===== src/rtl/sync_fifo_if.sv =====
// Handshake bundles for sync_fifo: user-side fifo_if and
// external dual-port RAM dp_ram_if.
interface fifo_if #(
  parameter int DATA_WIDTH = 8
);
  logic                  wr_en;
  logic [DATA_WIDTH-1:0] data_in;
  logic                  full;
  logic                  rd_en;
  logic [DATA_WIDTH-1:0] data_out;
  logic                  empty;

  modport fifo (
    input  wr_en, data_in, rd_en,
    output full, data_out, empty
  );
  modport user (
    output wr_en, data_in, rd_en,
    input  full, data_out, empty
  );
endinterface

interface dp_ram_if #(
  parameter int DATA_WIDTH = 8,
  parameter int RAM_DEPTH  = 8
);
  localparam int AW = $clog2(RAM_DEPTH);

  logic                  wr_en;
  logic [AW-1:0]         wr_addr;
  logic [DATA_WIDTH-1:0] data_in;
  logic                  rd_en;
  logic [AW-1:0]         rd_addr;
  logic [DATA_WIDTH-1:0] data_out;

  modport sys (
    output wr_en, wr_addr, data_in,
    output rd_en, rd_addr,
    input  data_out
  );
  modport ram (
    input  wr_en, wr_addr, data_in,
    input  rd_en, rd_addr,
    output data_out
  );
endinterface


===== src/rtl/sync_fifo.sv =====
// Single-clock FIFO controller over an external dual-port RAM.
// Define SYNC_FIFO_FWFT_EN for first-word-fall-through mode.
module sync_fifo #(
  parameter int DATA_WIDTH = 8,
  parameter int FIFO_DEPTH = 8
) (
  input logic   clk,
  input logic   rst,
  fifo_if.fifo  fifo,
  dp_ram_if.sys ram
);

  localparam int AW = $clog2(FIFO_DEPTH);

  logic [AW:0] wr_ptr_q, wr_ptr_d;
  logic [AW:0] rd_ptr_q, rd_ptr_d;
  logic        ptr_empty;
  logic        ptr_full;
  logic        wr_acc;
  logic        rd_acc;

  assign ptr_empty = wr_ptr_q == rd_ptr_q;
  assign ptr_full  = (wr_ptr_q[AW] != rd_ptr_q[AW]) &&
                     (wr_ptr_q[AW-1:0] == rd_ptr_q[AW-1:0]);

  // Enables are masked during reset so nothing leaks into the RAM.
  assign wr_acc = fifo.wr_en && !ptr_full && !rst;

`ifdef SYNC_FIFO_FWFT_EN
  logic out_valid_q, out_valid_d;

  assign rd_acc = !ptr_empty && !rst &&
                  (!out_valid_q || fifo.rd_en);

  always_comb begin
    out_valid_d = out_valid_q;
    if (rd_acc)
      out_valid_d = 1'b1;
    else if (fifo.rd_en)
      out_valid_d = 1'b0;
  end

  always_ff @(posedge clk) begin
    if (rst)
      out_valid_q <= 1'b0;
    else
      out_valid_q <= out_valid_d;
  end

  assign fifo.empty = !out_valid_q;
`else
  assign rd_acc     = fifo.rd_en && !ptr_empty && !rst;
  assign fifo.empty = ptr_empty;
`endif

  assign fifo.full = ptr_full;

  always_comb begin
    wr_ptr_d = wr_ptr_q;
    rd_ptr_d = rd_ptr_q;
    if (wr_acc)
      wr_ptr_d = wr_ptr_q + 1'b1;
    if (rd_acc)
      rd_ptr_d = rd_ptr_q + 1'b1;
  end

  always_ff @(posedge clk) begin
    if (rst) begin
      wr_ptr_q <= '0;
      rd_ptr_q <= '0;
    end else begin
      wr_ptr_q <= wr_ptr_d;
      rd_ptr_q <= rd_ptr_d;
    end
  end

  assign ram.wr_en    = wr_acc;
  assign ram.wr_addr  = wr_ptr_q[AW-1:0];
  assign ram.data_in  = fifo.data_in;
  assign ram.rd_en    = rd_acc;
  assign ram.rd_addr  = rd_ptr_q[AW-1:0];
  assign fifo.data_out = ram.data_out;

endmodule


===== src/flat_wrapper.sv =====
// flat-port wrapper written by rule: the top's interface ports become plain ports
module sync_fifo_flat 
#(
  parameter int DATA_WIDTH = 8,
  parameter int FIFO_DEPTH = 8
)
  (clk, rst, fifo_wr_en, fifo_data_in, fifo_rd_en, fifo_full, fifo_data_out, fifo_empty, ram_wr_en, ram_wr_addr, ram_data_in, ram_rd_en, ram_rd_addr, ram_data_out);
  fifo_if #(.DATA_WIDTH(DATA_WIDTH)) fifo_i ();
  dp_ram_if #(.DATA_WIDTH(DATA_WIDTH), .RAM_DEPTH(8)) ram_i ();
  input logic clk;
  input logic rst;
  input wire logic [$bits(fifo_i.wr_en)-1:0] fifo_wr_en;
  input wire logic [$bits(fifo_i.data_in)-1:0] fifo_data_in;
  input wire logic [$bits(fifo_i.rd_en)-1:0] fifo_rd_en;
  output wire logic [$bits(fifo_i.full)-1:0] fifo_full;
  output wire logic [$bits(fifo_i.data_out)-1:0] fifo_data_out;
  output wire logic [$bits(fifo_i.empty)-1:0] fifo_empty;
  output wire logic [$bits(ram_i.wr_en)-1:0] ram_wr_en;
  output wire logic [$bits(ram_i.wr_addr)-1:0] ram_wr_addr;
  output wire logic [$bits(ram_i.data_in)-1:0] ram_data_in;
  output wire logic [$bits(ram_i.rd_en)-1:0] ram_rd_en;
  output wire logic [$bits(ram_i.rd_addr)-1:0] ram_rd_addr;
  input wire logic [$bits(ram_i.data_out)-1:0] ram_data_out;
  assign fifo_i.wr_en = fifo_wr_en;
  assign fifo_i.data_in = fifo_data_in;
  assign fifo_i.rd_en = fifo_rd_en;
  assign fifo_full = fifo_i.full;
  assign fifo_data_out = fifo_i.data_out;
  assign fifo_empty = fifo_i.empty;
  assign ram_wr_en = ram_i.wr_en;
  assign ram_wr_addr = ram_i.wr_addr;
  assign ram_data_in = ram_i.data_in;
  assign ram_rd_en = ram_i.rd_en;
  assign ram_rd_addr = ram_i.rd_addr;
  assign ram_i.data_out = ram_data_out;
  sync_fifo #(.DATA_WIDTH(DATA_WIDTH), .FIFO_DEPTH(FIFO_DEPTH)) u_core (.clk(clk), .rst(rst), .fifo(fifo_i), .ram(ram_i));
endmodule

===== config.mk =====
export PLATFORM = sky130hd
export DESIGN_NAME = sync_fifo_flat
export DESIGN_NICKNAME = d
export VERILOG_FILES = /design/src/rtl/sync_fifo_if.sv /design/src/rtl/sync_fifo.sv /design/src/flat_wrapper.sv
export SDC_FILE = /design/constraint.sdc
export NUM_CORES = 1
export LEC_CHECK = 0
export CAP_MARGIN = 5
export CORE_MARGIN = 2
export CORE_UTILIZATION = 30
export CTS_BUF_LIST = sky130_fd_sc_hd__clkbuf_8 sky130_fd_sc_hd__clkbuf_16
export CTS_CLUSTER_DIAMETER = 100
export DETAILED_ROUTE_END_ITERATION = 10
export PLACE_DENSITY = 0.7
export SLEW_MARGIN = 0
export SYNTH_ARGS = -nofsm -noshare
export SYNTH_HDL_FRONTEND = slang
export SYNTH_SLANG_ARGS = --single-unit

===== constraint.sdc =====
create_clock -name clk -period 4.2 [get_ports clk]
set_input_delay 0.42 -clock clk [delete_from_list [all_inputs] [get_ports clk]]
set_output_delay 0.42 -clock clk [all_outputs]
set_load 0.01 [all_outputs]

; Yosys cells after proc, flatten, opt, wreduce, memory -nomap -nowiden
; Cells that the tools add are included.
[totals]
ff_bits = 8
out_inout_bits = 26
wordCells = 15
[op_classes]
addsub = 2
eq_ne = 3
n_reduce_logical = 8
[op_table]
columns = operator, count
row1 = adder 4 x 1 -> 4 bit (second input constant), 2
row2 = logical AND 1 bit, 5
row3 = == test 4 bit, 1
row4 = == test 3 bit, 1
row5 = logical NOT 1 bit, 3
row6 = inequality test 1 bit, 1

; Depth between registers and ports, before layout
; Gate-level depths: netlist (run 1).
[depth]
ltp_word = 5
ltp_mapped = 4
ltp_nobuf = 4

; Worst setup path after synthesis (run 1)
; Ideal clock, no wire load.
[synth_path]
path_type = register -> output
start = register u_core.wr_ptr_q[3]
end = output port ram_rd_en
arrival_time_ns = 1.187
setup_slack_ns = 2.593
stages_incl_launch_ff = 5
n_path_buf = 1
path_cell_list = dfxtp_1 > buf_4 > xor2_1 > o41a_1 > nor2b_1
[synth_between]
elab_chain_cells = 4
[synth_lines]
columns = item, line
row1 = from (decl), sync_fifo.sv:15  ; logic [AW:0] wr_ptr_q, wr_ptr_d;
row2 = from (signal assigned), sync_fifo.sv:72  ; wr_ptr_q <= wr_ptr_d;
row3 = == test 4 bit, sync_fifo.sv:22  ; assign ptr_empty = wr_ptr_q == rd_ptr_q;
row4 = logical NOT 1 bit, sync_fifo.sv:52  ; assign rd_acc = fifo.rd_en && !ptr_empty && !rst;
row5 = logical AND 1 bit (2 in series), sync_fifo.sv:52
row6 = to (decl), flat_wrapper.sv:21  ; output wire logic [$bits(ram_i.rd_en)-1:0] ram_rd_en;
; No other way between the ends.

; Worst setup path after layout (run 1)
[layout_path]
start = register u_core.wr_ptr_q[2]
end = output port ram_rd_en
; Same word-level chain as after synthesis.

==> parameters.txt, run 1 <==
Parameter                              Value

Worst setup path
  Length in cells of the worst reg-to-reg path ... 3
  Critical-path top delay cell ... o41a_1
  Cell Chain, Critical Path ... xor2_1 > o41a_1 > nor2b_1 > clkdlybuf4s50_1
  End of the worst register-to-register path ... u_core.rd_ptr_q[0]$_SDFFE_PP0P_
  Sort of element at the start of the critical path ... flip-flop
  R2r setup slk ... about 2700 ps
  Endpoint type of the worst setup path ... output pin
  Kind of cell adding the most delay to the critical path ... compound AO/OA/AOI/OAI gates
  Number of cells on the critical path ... 4
  Largest incremental delay on the critical path ... 490 ps
  Required arrival time at the worst endpoint ... 3780 ps
  Worst Path Buf+Inv ... 1
  End of the critical path ... ram_rd_en
  Startpoint of the worst setup timing path ... u_core.wr_ptr_q[2]$_SDFFE_PP0P_
  Crit Reg-Reg Startpoint ... u_core.wr_ptr_q[2]$_SDFFE_PP0P_
  Type of the worst setup path ... reg2out
  CP arrival ... 1930 ps
  Crit-path max FO ... 6

Global routing
  Wire length of the first global-routing pass ... 1970 um
  Overflow after GRT ... 0
  Maximum number of pins on one net before global-route repair ... 22
  Number of global-route vias before repair ... 461
  Total GRT Usage ... 9.55%
  Antenna violations before repair ... 0

Route
  Vias per inst ... 4.74
  Top layer in use ... met4
  DRT antenna net count ... 0
  Routed wire length per instance ... about 12 um
  Drt total wl ... approximately 1400 um
  Routed wl met2 ... 625 um
  Length of routed wiring on met1 ... between 500 and 600 um
  WL met3 ... 116 um
  1st-iter DRT viols ... 2
  DR DRC count ... 0
  Number of iterations in the first detailed-routing pass ... 2
  Via count ... 517

Clock tree
  Count of hold buffers inserted by post-cts repair ... 0
  Htree depth ... 1
  Root buf cell ... clkbuf_8
  CTS tree ... yes
  Post-CTS repair timing setup buffer count ... 0
  Deepest clock path buffer count ... 2
  TritonCTS Sinks ... 8
  Clock transition at the registers of the reported paths ... around 40 ps
  CTS Buf Count ... 3
  Resize count post-CTS ... 0
  Later-pin clock latency in the skew report ... roughly 230 ps

Hold path
  Hold Path Class ... reg2reg
  Startpoint of the worst hold path ... u_core.rd_ptr_q[1]$_SDFFE_PP0P_

STA
  Highest achievable clock rate ... 425 MHz
  Final critical path time including I/O delays and setup ... 2350 ps
  Total count of hold-check failures in the final report ... 0
  Final setup violation count ... 0
  Relative slew margins ... 72.2%
  Fin Setup TNS ... 0 ps
  RSZ-0062 raised after global routing ... false
  Max-slew violations ... 0
  Least-Margin Pin Slew ... ~410 ps
  Skew final ... 0.679 ps
  Final Cycle Share ... 56.0%

Synth
  Area share of xor/xnor cells in the synthesized design ... 9.23%
  Most area-consuming cells after synthesis ... buf_4, dfxtp_1, nor2b_1, mux2_1, xnor2_1
  Number of instances in the synthesized netlist ... just under 90
  Simple-gate area share of the yosys netlist ... about a fifth
  Share of the synthesized area in the top cell type ... 23.7%
  Cell type with the largest total area after synthesis ... buf_4
  Syn. warnings ... 0
  Mapped cell area ... roughly 760 sq um
  Part of the Yosys area used for sequential elements ... a little over a fifth
  Post-Syn Nets ... 110
  Arithmetic-cell share of the synthesized area counting full adders, half adders and majority gates ... around 3.3%
  Compound-Gate Fraction of Synth Area ... 8.90%
  Multiplexer share of the synthesized area ... 11.9%
  Syn avg cell area ... 8.63 sq um
  Number of library cell types mapped by synthesis ... 24
  Dominant combinational cell family by area after synthesis ... buffers and inverters
  Synthesis-stage register bit count ... 8

Power and ir drop
  Pleak ... roughly 0.32 nW
  Power per cell area ... 335 nW/um^2
  Total Power ... 0.000264 W
  Largest voltage drop on the vdd net ... 0.000147 V

Finish
  Storage cell area ... roughly 160 sq um
  Count of inserted antenna diode cells ... 0
  Footprint of the multi-input gates ... approximately 410 sq um
  Final #Nets ... 103
  Share of post-route cells with drive strength above 1 ... 7.59%
  Fill cell total of the finished layout ... 265
  Layout area overhead ... 3.79%

Placed design
  RePlAce Congestion ... 0.834
  # port buffers ... 13
  HPWL after detailed placement ... 1060 um

Run status
  Result of the run ... completed

Floorplanning
  Full die area ... between 2000 and 3000 sq um
  Chip width ... 54.3 um
  Core area ... about 2400 sq um
  Number of rows in the core area ... 18
  Number of I/O pins ... 46
  Floorplan die height ... 54.3 um
  Initial core utilization ... 31.2%

Flow run
  Max_cap viols ... 0
==> registers in the layout, summed over array words and instances, names as in the netlist <==
signal and count:
u_core.rd_ptr_q 4, u_core.wr_ptr_q 4
==> cells by family after synthesis <==
logic type                 count (synthesis)
AOI/OAI and AO/OA                          7
muxes                                      8
xor gates and xnor gates                   8
and+or+nand+nor                           29
adders and majority gates                  2
buffers and inverters                     26
DFF                                        8
==> placed cells by master (no fill, tap or decap) <==
master and count:
nor3_1 2, buf_4 1, o311ai_1 1, o41a_1 2, clkbuf_8 3, nand3_1 1, nand2_1 3, nand4_1 2
mux2_4 1, nor2_1 6, xnor2_1 4, a41oi_1 2, a311o_1 1, ha_1 2, nand2b_1 4, clkdlybuf4s50_1 13
xor2_1 4, mux2_1 4, dfxtp_1 8, a211o_1 1, and4_1 1, nor2b_1 8, nor3b_1 1, mux2i_1 3
or2_2 1
==> layer usage <==
metal / GRT usage (%) / vias to the layer above
met5: 0 / -
met4: 6.25 / 0
met3: 3.83 / 3
met2: 14.3 / 16
met1: 11.2 / 234
li1: - / 264
==> worst min path at each step <==
stage | slack, ps | cells past startpoint | endpoint
after floorplan | 520 | 2 | u_core.wr_ptr_q[1]$_SDFFE_PP0P_
after global placement | 550 | 2 | u_core.rd_ptr_q[1]$_SDFFE_PP0P_
after detailed placement | 570 | 2 | u_core.rd_ptr_q[1]$_SDFFE_PP0P_
after CTS | 580 | 2 | u_core.rd_ptr_q[1]$_SDFFE_PP0P_
after global routing | 610 | 2 | u_core.rd_ptr_q[1]$_SDFFE_PP0P_
final | 570 | 2 | u_core.rd_ptr_q[1]$_SDFFE_PP0P_
==> synthesized netlist by cell type <==
cell and count:
nor3_1 2, xnor2_1 4, buf_4 24, nand3_1 1, nand2b_1 4, mux2i_1 3
a41oi_1 2, nor2b_1 8, nor2_1 6, ha_1 2, nand2_1 3, dfxtp_1 8
o41a_1 2, nand4_1 2, mux2_4 1, or2_2 1, clkbuf_1 2, o311ai_1 1
a311o_1 1, and4_1 1, mux2_1 4, xor2_1 4, nor3b_1 1, a211o_1 1
==> through the flow <==
stage               worst slack, ps  utilization [%]  instance area, sq um  std cells  hold slack, ps
floorplan                      2590                -                   759         88             525
global placement               1900             30.7                   747        106             551
detailed placement             1920             30.7                   747        106             566
CTS                            1830             32.4                   788        109             576
global route                   1730             32.4                   788        109             612
finish                         1850             32.4                   788        109             569
==> worst reg2reg max path: cells and delay by family, from the launching register on <==
kind / cells / cell delay (ps)
mux: 1 / 310
xor+xnor: 1 / 130
flops: 1 / 440
compound gates: 1 / 490
==> area by class of cell <==
cell class / count / area share (%)
flip-flops and latches: 8 / 20.3
clock buffers: 3 / 5.24
well taps: 30 / 4.76
multi-input cells: 54 / 52.2
repair buffers: 14 / 17.5
==> where the power goes <==
group	total [W]	internal [W]	switching (W)
Clock	0.0000939	0.0000622	0.0000317
Combinational	0.0000781	0.0000419	0.0000362
Sequential	0.0000921	0.0000817	0.0000104
Total	0.000264	0.000186	0.0000783
Note: power is estimated with default switching activity, not from simulation.
==> run 2, diff against run 1 <==
==> constraint.sdc (replaced) <==
create_clock -name clk -period 2.3 [get_ports clk]
set_input_delay 0.23 -clock clk [delete_from_list [all_inputs] [get_ports clk]]
set_output_delay 0.23 -clock clk [all_outputs]
set_load 0.01 [all_outputs]
==> run 2 against run 1 <==
Against the previous run: sequential power rose by 83%; largest cell class unchanged; first-iteration DRC count grew to 5.5 times the previous value; combinational power up 84%; via count is 2.7% higher; sequential share of layout area is 0.13 points lower; global-route usage up 1.0 points; register-to-register slack worse by 1900 ps; non-clock buffer count grew 1; setup slack worse by 1700 ps; core utilization up 0.72 points; clock power increased by 82%.
==> parameters.txt, run 2 (synthesis gave the netlist of run 1 again) <==
Parameter                              Value

STA
  Highest achievable clock rate ... 456 MHz
  Worst setup margin ... 105 ps (-1740 ps)
  Total count of hold-check failures in the final report ... 0 (unchanged)
  Final Cycle Share ... 95.4%
  Max-slew violations ... 0 (unchanged)
  Relative slew margins ... 74.6% (+2.4 points)
  Fin Setup TNS ... 0 ps (unchanged)
  Final critical path time including I/O delays and setup ... 2200 ps
  Skew final ... 3.15 ps (+2.47 ps)
  Least-Margin Pin Slew ... 378 ps (-35.8 ps)
  Tightest hold margin ... 460 ps (-109 ps)
  Final setup violation count ... 0 (unchanged)
  RSZ-0062 raised after global routing ... false

Power and ir drop
  Largest voltage drop on the vdd net ... 0.000312 V (+110%)
  Pleak ... 0.329 nW (+1.6%)
  Power per cell area ... 600 nW/um^2 (+79%)

Route
  DR DRC count ... 0 (unchanged)
  Vias per inst ... 4.83 (+1.8%)
  Via count ... 531 (+2.7%)
  Routed wire length per instance ... 13.0 um (+3.9%)
  1st-iter DRT viols ... 11 (+9)
  DRT antenna net count ... 0 (unchanged)
  Number of iterations in the first detailed-routing pass ... 4 (+2)
  Drt total wl ... 1430 um (+4.8%)

Hold path
  Depth of the worst hold-timing path ... 0 (-2)
  Startpoint of the worst hold path ... ram_data_out[0]
  Hold-critical path endpoint ... fifo_data_out[0]
  Hold Path Class ... in2out

Placed design
  Number of cells after detailed placement ... 107 (+0.94%)
  # port buffers ... 13 (unchanged)
  Setup slack at placement ... 370 ps (-1550 ps)
  RePlAce Congestion ... 0.752 (-9.9%)

Finish
  Most common cell after layout, fill and taps aside ... clkdlybuf4s50_1
  Storage cell area ... 163 sq um (+1.6%)
  Share of post-route cells with drive strength above 1 ... 12.5% (+4.9 points)
  Highest-count cells in the layout ignoring fill and taps ... clkdlybuf4s50_1, nor2b_1, nor2_1, dfxtp_1
  Count of inserted antenna diode cells ... 0 (unchanged)
  Final #Nets ... 104 (+0.97%)
  Non-filler instance count after layout ... 110 (+0.92%)
  Footprint of the multi-input gates ... 419 sq um (+1.8%)
  Fill cell total of the finished layout ... 247 (-6.8%)
  Util after Layout ... 33.1% (+0.72 points)
  Largest registers ... u_core.rd_ptr_q x4, u_core.wr_ptr_q x4
  Layout area overhead ... 6.10%

Worst setup path
  Endpoint type of the worst setup path ... output pin
  Required arrival time at the worst endpoint ... 2070 ps (-1710 ps)
  Critical-path top delay cell ... clkdlybuf4s50_1
  Type of the worst setup path ... reg2out
  Crit Reg-Reg Startpoint ... u_core.rd_ptr_q[1]$_SDFFE_PP0P_
  Kind of cell adding the most delay to the critical path ... buffers and inverters
  R2r setup slk ... 780 ps (-1930 ps)
  Largest incremental delay on the critical path ... 490 ps (about the same)
  End of the worst register-to-register path ... u_core.rd_ptr_q[0]$_SDFFE_PP0P_
  Crit-path max FO ... 6 (unchanged)
  Length in cells of the worst reg-to-reg path ... 3 (unchanged)
  CP arrival ... 1970 ps (+40 ps)
  Sort of element at the start of the critical path ... flip-flop
  Cell Chain, Critical Path ... xor2_1 > o41a_1 > nor2b_1 > clkdlybuf4s50_1
  Worst Path Buf+Inv ... 1 (unchanged)

Clock tree
  CTS Buf Count ... 3 (unchanged)
  TritonCTS Sinks ... 8 (unchanged)
  Resize count post-CTS ... 0 (unchanged)
  CTS tree ... yes
  Deepest clock path buffer count ... 2 (unchanged)
  Htree depth ... 1 (unchanged)
  Count of hold buffers inserted by post-cts repair ... 0 (unchanged)
  Post-CTS repair timing setup buffer count ... 0 (unchanged)
  Root buf cell ... clkbuf_8
  Clock transition at the registers of the reported paths ... 40 ps (about the same)
  Later-pin clock latency in the skew report ... 230 ps (about the same)

Global routing
  Number of global-route vias before repair ... 510 (+11%)
  Maximum number of pins on one net before global-route repair ... 10 (-55%)
  Wire length of the first global-routing pass ... 2200 um (+12%)
  Antenna violations before repair ... 0 (unchanged)
  Total GRT Usage ... 10.6% (+1.0 points)
  Overflow after GRT ... 0 (unchanged)

Floorplanning
  Initial core utilization ... 31.2% (unchanged)
  Number of I/O pins ... 46 (unchanged)
  Number of rows in the core area ... 18 (unchanged)
  Chip width ... 54.3 um (unchanged)
  Floorplan die height ... 54.3 um (unchanged)
  Full die area ... 2950 sq um (unchanged)
  Core area ... 2430 sq um (unchanged)

Run status
  Result of the run ... completed

Flow run
  Max_cap viols ... 0 (unchanged)
==> run 2: cell types whose count changed in the layout (fill, tap and decap cells not counted), sizes merged <==
cell	delta
buf	+1
==> run 2: worst max-delay path by stage <==
stage	slack (ps)	end	startpoint	cells after the start
after global placement	360	ram_rd_en	u_core.wr_ptr_q[2]$_SDFFE_PP0P_	4
after floorplan	870	u_core.rd_ptr_q[0]$_SDFFE_PP0P_	u_core.wr_ptr_q[3]$_SDFFE_PP0P_	4
after detailed placement	370	ram_rd_en	u_core.rd_ptr_q[2]$_SDFFE_PP0P_	4
after CTS	90	ram_rd_en	u_core.rd_ptr_q[3]$_SDFFE_PP0P_	4
after global routing	2	ram_rd_en	u_core.rd_ptr_q[1]$_SDFFE_PP0P_	4
final	100	ram_rd_en	u_core.rd_ptr_q[1]$_SDFFE_PP0P_	4
==> run 2: area by class of cell <==
cell class | count | share of cell area [%]
tap | 30 | 4.66
sequential | 8 | 20.2
timing repair buffer | 15 | 18.0
clock buffer | 3 | 5.12
multi-input combinational | 54 | 52.0
==> run 2: worst reg2reg max path: stages, from the launching register on <==
cell and delay, ps:
dfxtp_1 450, xor2_1 150, o41a_1 480, mux2_4 310
==> run 2: where the power goes <==
group / switching [W] / leakage (nW) / internal [W]
Combinational: 0.0000663 / 0.241 / 0.0000774
Clock: 0.0000579 / 0.0216 / 0.000114
Sequential: 0.0000194 / 0.0661 / 0.000149
==> run 2: layer usage <==
layer  share of wire [%]  up-vias  wire length (um)  track usage, %
met3                 8.7        2               124            4.64
li1                    -      267                 -               -
met1                  44      244               635            11.7
met4                0.84        0                12            3.75
met2                  46       18               655            17.9
met5                   0        -                 0               0
==> run 2: stage by stage <==
stage                     area (sq um)  total power (W)
final                              806         0.000484
after global routing               806         0.000511
after CTS                          796         0.000489
after detailed placement           754         0.000313
after global placement             754         0.000311
after floorplan                    759         0.000292
